==> src/rtl/sw_ctrl.sv <==
// sw_ctrl: stopwatch control and timebase stage feeding the cascaded counters.
// Ports: CLK/RST (async active-high), BTN_SS/BTN_CLR/BTN_INC raw buttons in;
//        EN/CLR/INC one-cycle pulses out, STATE (00 IDLE, 01 RUN, 10 STOP),
//        HOLD display freeze (only when SW_CTRL_LAP_EN is defined).
// Latency: DEB+3 clocks from the first edge that samples a raw press to the
//          registered output pulse or STATE change. Optional macro: SW_CTRL_LAP_EN.
module sw_ctrl #(
  parameter int DIV = 500000,
  parameter int DEB = 250000
) (
  input  logic       CLK,
  input  logic       RST,
  input  logic       BTN_SS,
  input  logic       BTN_CLR,
  input  logic       BTN_INC,
  output logic       EN,
  output logic       CLR,
  output logic       INC,
  output logic [1:0] STATE
`ifdef SW_CTRL_LAP_EN
  ,
  output logic       HOLD
`endif
);

  localparam int PW = $clog2(DIV);
  localparam int DW = (DEB > 1) ? $clog2(DEB) : 1;

  typedef enum logic [1:0] {
    S_IDLE = 2'b00,
    S_RUN  = 2'b01,
    S_STOP = 2'b10
  } state_t;

  // Button index: 0 = start/stop, 1 = clear, 2 = increment.
  logic [2:0] btn_raw;
  logic [2:0] sync1_q;
  logic [2:0] sync2_q;
  logic [2:0] lvl_w;
  logic [2:0] lvl_prev_q;
  logic [2:0] press_q;

  assign btn_raw = {BTN_INC, BTN_CLR, BTN_SS};

  always_ff @(posedge CLK or posedge RST) begin
    if (RST) begin
      sync1_q <= '0;
      sync2_q <= '0;
    end else begin
      sync1_q <= btn_raw;
      sync2_q <= sync1_q;
    end
  end

  // Debounce: the level only follows the synchronised input after DEB
  // consecutive disagreeing samples; any agreeing sample restarts the count.
  for (genvar g = 0; g < 3; g++) begin : g_deb
    logic [DW-1:0] cnt_q;
    logic          lvl_q;

    always_ff @(posedge CLK or posedge RST) begin
      if (RST) begin
        cnt_q <= '0;
        lvl_q <= 1'b0;
      end else if (sync2_q[g] == lvl_q) begin
        cnt_q <= '0;
      end else if (cnt_q == DW'(DEB - 1)) begin
        cnt_q <= '0;
        lvl_q <= sync2_q[g];
      end else begin
        cnt_q <= cnt_q + 1'b1;
      end
    end

    assign lvl_w[g] = lvl_q;
  end

  // Registered rising-edge detect: one press event per accepted press.
  always_ff @(posedge CLK or posedge RST) begin
    if (RST) begin
      lvl_prev_q <= '0;
      press_q    <= '0;
    end else begin
      lvl_prev_q <= lvl_w;
      press_q    <= lvl_w & ~lvl_prev_q;
    end
  end

  logic ev_ss;
  logic ev_clr;
  logic ev_inc;

  assign ev_ss  = press_q[0];
  assign ev_clr = press_q[1];
  assign ev_inc = press_q[2];

  state_t        state_q;
  logic [PW-1:0] pre_q;
  logic          en_q;
  logic          clr_q;
  logic          inc_q;
`ifdef SW_CTRL_LAP_EN
  logic          hold_q;
`endif

  always_ff @(posedge CLK or posedge RST) begin
    if (RST) begin
      state_q <= S_IDLE;
      pre_q   <= '0;
      en_q    <= 1'b0;
      clr_q   <= 1'b0;
      inc_q   <= 1'b0;
`ifdef SW_CTRL_LAP_EN
      hold_q  <= 1'b0;
`endif
    end else begin
      en_q  <= 1'b0;
      clr_q <= 1'b0;
      inc_q <= 1'b0;
      case (state_q)
        S_IDLE: begin
          pre_q <= '0;
`ifdef SW_CTRL_LAP_EN
          hold_q <= 1'b0;
`endif
          if (ev_clr) begin
            clr_q <= 1'b1;
          end else if (ev_ss) begin
            state_q <= S_RUN;
          end else if (ev_inc) begin
            inc_q <= 1'b1;
          end
        end
        S_RUN: begin
          if (ev_ss) begin
            // Prescaler is frozen on the stop cycle, so no EN can slip out
            // here and the partial interval resumes intact.
            state_q <= S_STOP;
`ifdef SW_CTRL_LAP_EN
            hold_q  <= 1'b0;
`endif
          end else begin
            if (pre_q == PW'(DIV - 1)) begin
              pre_q <= '0;
              en_q  <= 1'b1;
            end else begin
              pre_q <= pre_q + 1'b1;
            end
`ifdef SW_CTRL_LAP_EN
            if (ev_clr) begin
              hold_q <= ~hold_q;
            end
`endif
          end
        end
        S_STOP: begin
          if (ev_clr) begin
            clr_q   <= 1'b1;
            state_q <= S_IDLE;
            pre_q   <= '0;
          end else if (ev_ss) begin
            state_q <= S_RUN;
          end else if (ev_inc) begin
            inc_q <= 1'b1;
          end
        end
        default: begin
          state_q <= S_IDLE;
          pre_q   <= '0;
        end
      endcase
    end
  end

  assign EN    = en_q;
  assign CLR   = clr_q;
  assign INC   = inc_q;
  assign STATE = state_q;
`ifdef SW_CTRL_LAP_EN
  assign HOLD  = hold_q;
`endif

endmodule

==> config.mk <==
export PLATFORM = sky130hd
export DESIGN_NAME = sw_ctrl
export DESIGN_NICKNAME = d
export VERILOG_FILES = /design/src/rtl/sw_ctrl.sv
export SDC_FILE = /design/constraint.sdc
export NUM_CORES = 1
export LEC_CHECK = 0
export CAP_MARGIN = 25
export CORE_ASPECT_RATIO = 0.75
export CORE_MARGIN = 2
export CORE_UTILIZATION = 66
export DETAILED_ROUTE_END_ITERATION = 8
export GPL_TIMING_DRIVEN = 0
export MAX_ROUTING_LAYER = met4
export PLACE_DENSITY_LB_ADDON = 0.12
export SLEW_MARGIN = 20
export SYNTH_ARGS = -nofsm -noshare
export SYNTH_HDL_FRONTEND = slang
export SYNTH_SLANG_ARGS = --single-unit
==> constraint.sdc <==
create_clock -name CLK -period 8 [get_ports CLK]
set_clock_uncertainty 0.05 [all_clocks]
set_input_delay 2.4 -clock CLK [delete_from_list [all_inputs] [get_ports CLK]]
set_output_delay 2.4 -clock CLK [all_outputs]
set_load 0.03 [all_outputs]
==> impl_metrics.toml <==
[synth]
synth_area_um2 = 4460
synth.area.top_cells = "dfrtp_1, xnor2_1, nor2_1"
synth_fp_nets = 452
synth_area_per_cell_um2 = 10.1
ys.flop_type = "dfrtp_1"
ys_warn_count = 0
ys_seq_elements = 93
synth_xor_area_share_pct = 7.26
ys_seq_area_share_pct = 52.2
synth_top_area_cell = "dfrtp_1"
synthArstFlopShare_pct = 100
muxShareOfSynthArea_pct = 0.757
synth_edf_count = 0
synth_compound_area_share_pct = 10.4
synth_top_family_by_area = "simple AND/OR/NAND/NOR gates"
netlist-cell-type-count = 40
synth_simple_gate_area_share_pct = 25.8
synthCells = 443
synth-adder-area-share_pct = 1.12
synth_top_area_share_pct = 52.2

[pwr]
max-vdd-ir-drop_mv = 0.0845
p_int_uw = 601
pwr-share-comb_pct = 3.4
sequentialPowerShare_pct = 61.6
power_switching_share_pct = 22.7
p_leak_uw = 0.00193
p_clk_share_pct = 35.0
switchingPower_uw = 176
p_per_area_nw_per_um2 = 160

[clocking]
cts.path.max_buffers = 2
cts_resized = 0
post_cts_buffers = 0
cts_buffers = 9
clk_latency_ps = 350
cts.clk_slew.worst_paths_ps = 80
htree_levels = 3
cts_tree = "done"
cts_hold_buf = 0
cts_sinks = 93
root_buffer = "clkbuf_8"

[grt]
grt_overflow = 0
grt_pass1_vias = 3149
track_usage_pct = 24.8
grt_max_degree = 33
grt_pass1_wl_um = 14300
antenna_found_initial = 0

[sta]
fin_tns_setup_ps = 0
min_period_ps = 3960
tightestPinTransition_ps = 583
slew_headroom_pct = 61.0
drv_slew = 0
fin_crit_sh_pct = 49.4
hold_viol = 0
fmax_ghz = 0.253
rsz0062_at_grt = "false"
setup_viol = 0

[final_layout]
antenna-diode-count = 0
final_cells = 549
nets = 474
area_growth_pct = 8.92
drive_above_1_share_pct = 5.77
fillers = 429

[run]
drv_cap = 0

[setup_path]
regToRegSetupSlack_ps = 5670
required_ps = 5550
worstPathArrival_ps = 1510
cp_slowest_cell = "clkdlybuf4s50_1"
critPathKind = "reg2out"
cp_slowest_stage_delay_ps = 710
worst-path-buf-inv = 1
crit_path_max_fanout = 8
cpLargestDelayFamily = "buffers and inverters"
start_kind = "flop"
end_kind = "primary output"
crit_chain = "clkdlybuf4s50_1"

[detailed_routing]
drt_iter0_markers = 206
avgRoutedWirePerCell_um = 15.2
drc = 0
first_pass_iters = 5
finalWirelength_um = 8340
antenna_left = 0
vias = 3390
viasPerCell = 6.17

[floorplanning]
core-area_um2 = 6410
ios = 10
die-area_um2 = 7440
placementRows = 25
die_w_um = 98.9
start_util_pct = 69.6
die_height_um = 75.2

[run_status]
status = "complete, no violations"

[place]
port_buffers = 9
dp_hpwl_um = 5870
place_inst = 535
place.gp.congestion = 0.931

[min_path]
hp-class = "reg2reg"
## kinds of logic (layout without fill, tap and decap cells)
kind of cell,count (synthesis),after routing
flops,93,93
fa+ha+maj,4,4
mux,3,3
compound gates,66,66
buf+inv,28,53
simple gates,212,212
xor+xnor,37,37
## layout make-up
type / count / area, um2 / area share (%)
inverter: 16 / 62.6 / 1.29
multi-input combinational: 322 / 2020 / 41.6
buffer: 12 / 52.6 / 1.08
timing repair buffer: 11 / 130 / 2.68
tap: 81 / 101 / 2.09
sequential: 93 / 2330 / 47.9
clock inverter: 4 / 26.3 / 0.541
clock buffer: 10 / 138 / 2.83
## final timing paths
kind,startpoint,endpoint,cells past startpoint
max in group asynchronous,RST,pre_q[8],4
max,STATE[0],STATE[0],1
max reg2reg,g_deb[0].cnt_q[0],g_deb[0].cnt_q[10],6
min in group asynchronous,RST,pre_q[2],2
min reg2reg,sync1_q[0],sync2_q[0],0
min,sync1_q[0],sync2_q[0],0
## synthesized netlist by cell type (3+ instances only)
master    count
nor2_1       47
xnor2_1      23
nor3_1       11
o21ai_0      12
a21oi_1      16
a22oi_1      12
clkbuf_1      6
or4_1        20
nor2b_1       7
or3_1        11
inv_1        16
ha_1          4
dfrtp_1      93
nand2b_1      3
mux2_1        3
nand3_1      25
nand2_1      35
buf_2         6
nand3b_1      4
xor2_1       14
and2_1        5
and4_1        6
nand4_1      13
or2_1         3
o31ai_1      17
nor4_1       13
## per-layer routing
metal  wire [um]  track usage [%]  vias to the layer above
met2        3860             39.2                       87
met5           0                -                        -
met4         112             6.70                        0
met1        3980             33.2                     1639
met3         385             5.39                       13
li1            -                -                     1651
## metrics by stage
step / hold slack, ps / cell area [um2] / setup WS (ps) / power, uW / util (%)
global route: 307 / 4860 / 3970 / 808 / 75.8
finish: 299 / 4860 / 4040 / 778 / 75.8
floorplan: 281 / 4460 / 3130 / 506 / -
CTS: 302 / 4860 / 4030 / 785 / 75.8
detailed placement: 287 / 4700 / 4410 / 516 / 73.2
global placement: 284 / 4650 / 1860 / 512 / 72.6
## cell usage in the layout, fill, tap and decap left out, types with 11 or more instances in the layout
cell type / Yosys / layout
dfrtp_1: 93 / 93
or3_1: 11 / 11
or4_1: 20 / 20
xor2_1: 14 / 14
xnor2_1: 23 / 23
a21oi_1: 16 / 16
nor4_1: 13 / 13
nand3_1: 25 / 25
o31ai_1: 17 / 17
a22oi_1: 12 / 12
nand2_1: 35 / 35
nand4_1: 13 / 13
nor3_1: 11 / 11
inv_1: 16 / 15
o21ai_0: 12 / 12
nor2_1: 47 / 47
## state kept, by name, indices dropped and copies added, names as in the netlist
signal and flops:
g_deb.lvl_q 3, press_q 3, pre_q 19, sync1_q 3
STATE 2, sync2_q 3, EN 1, CLR 1
lvl_prev_q 3, g_deb.cnt_q 54, INC 1
## power groups by stage
stage / registers (uW) / clock network, uW / logic, uW
2_1_floorplan: 488 / 0 / 17.6
3_3_place_gp: 489 / 0 / 23.9
3_5_place_dp: 489 / 0 / 27.3
4_1_cts: 479 / 278 / 27.4
5_1_grt: 480 / 297 / 30.6
6_report: 479 / 272 / 26.4
(Power assumes the default switching activity.)
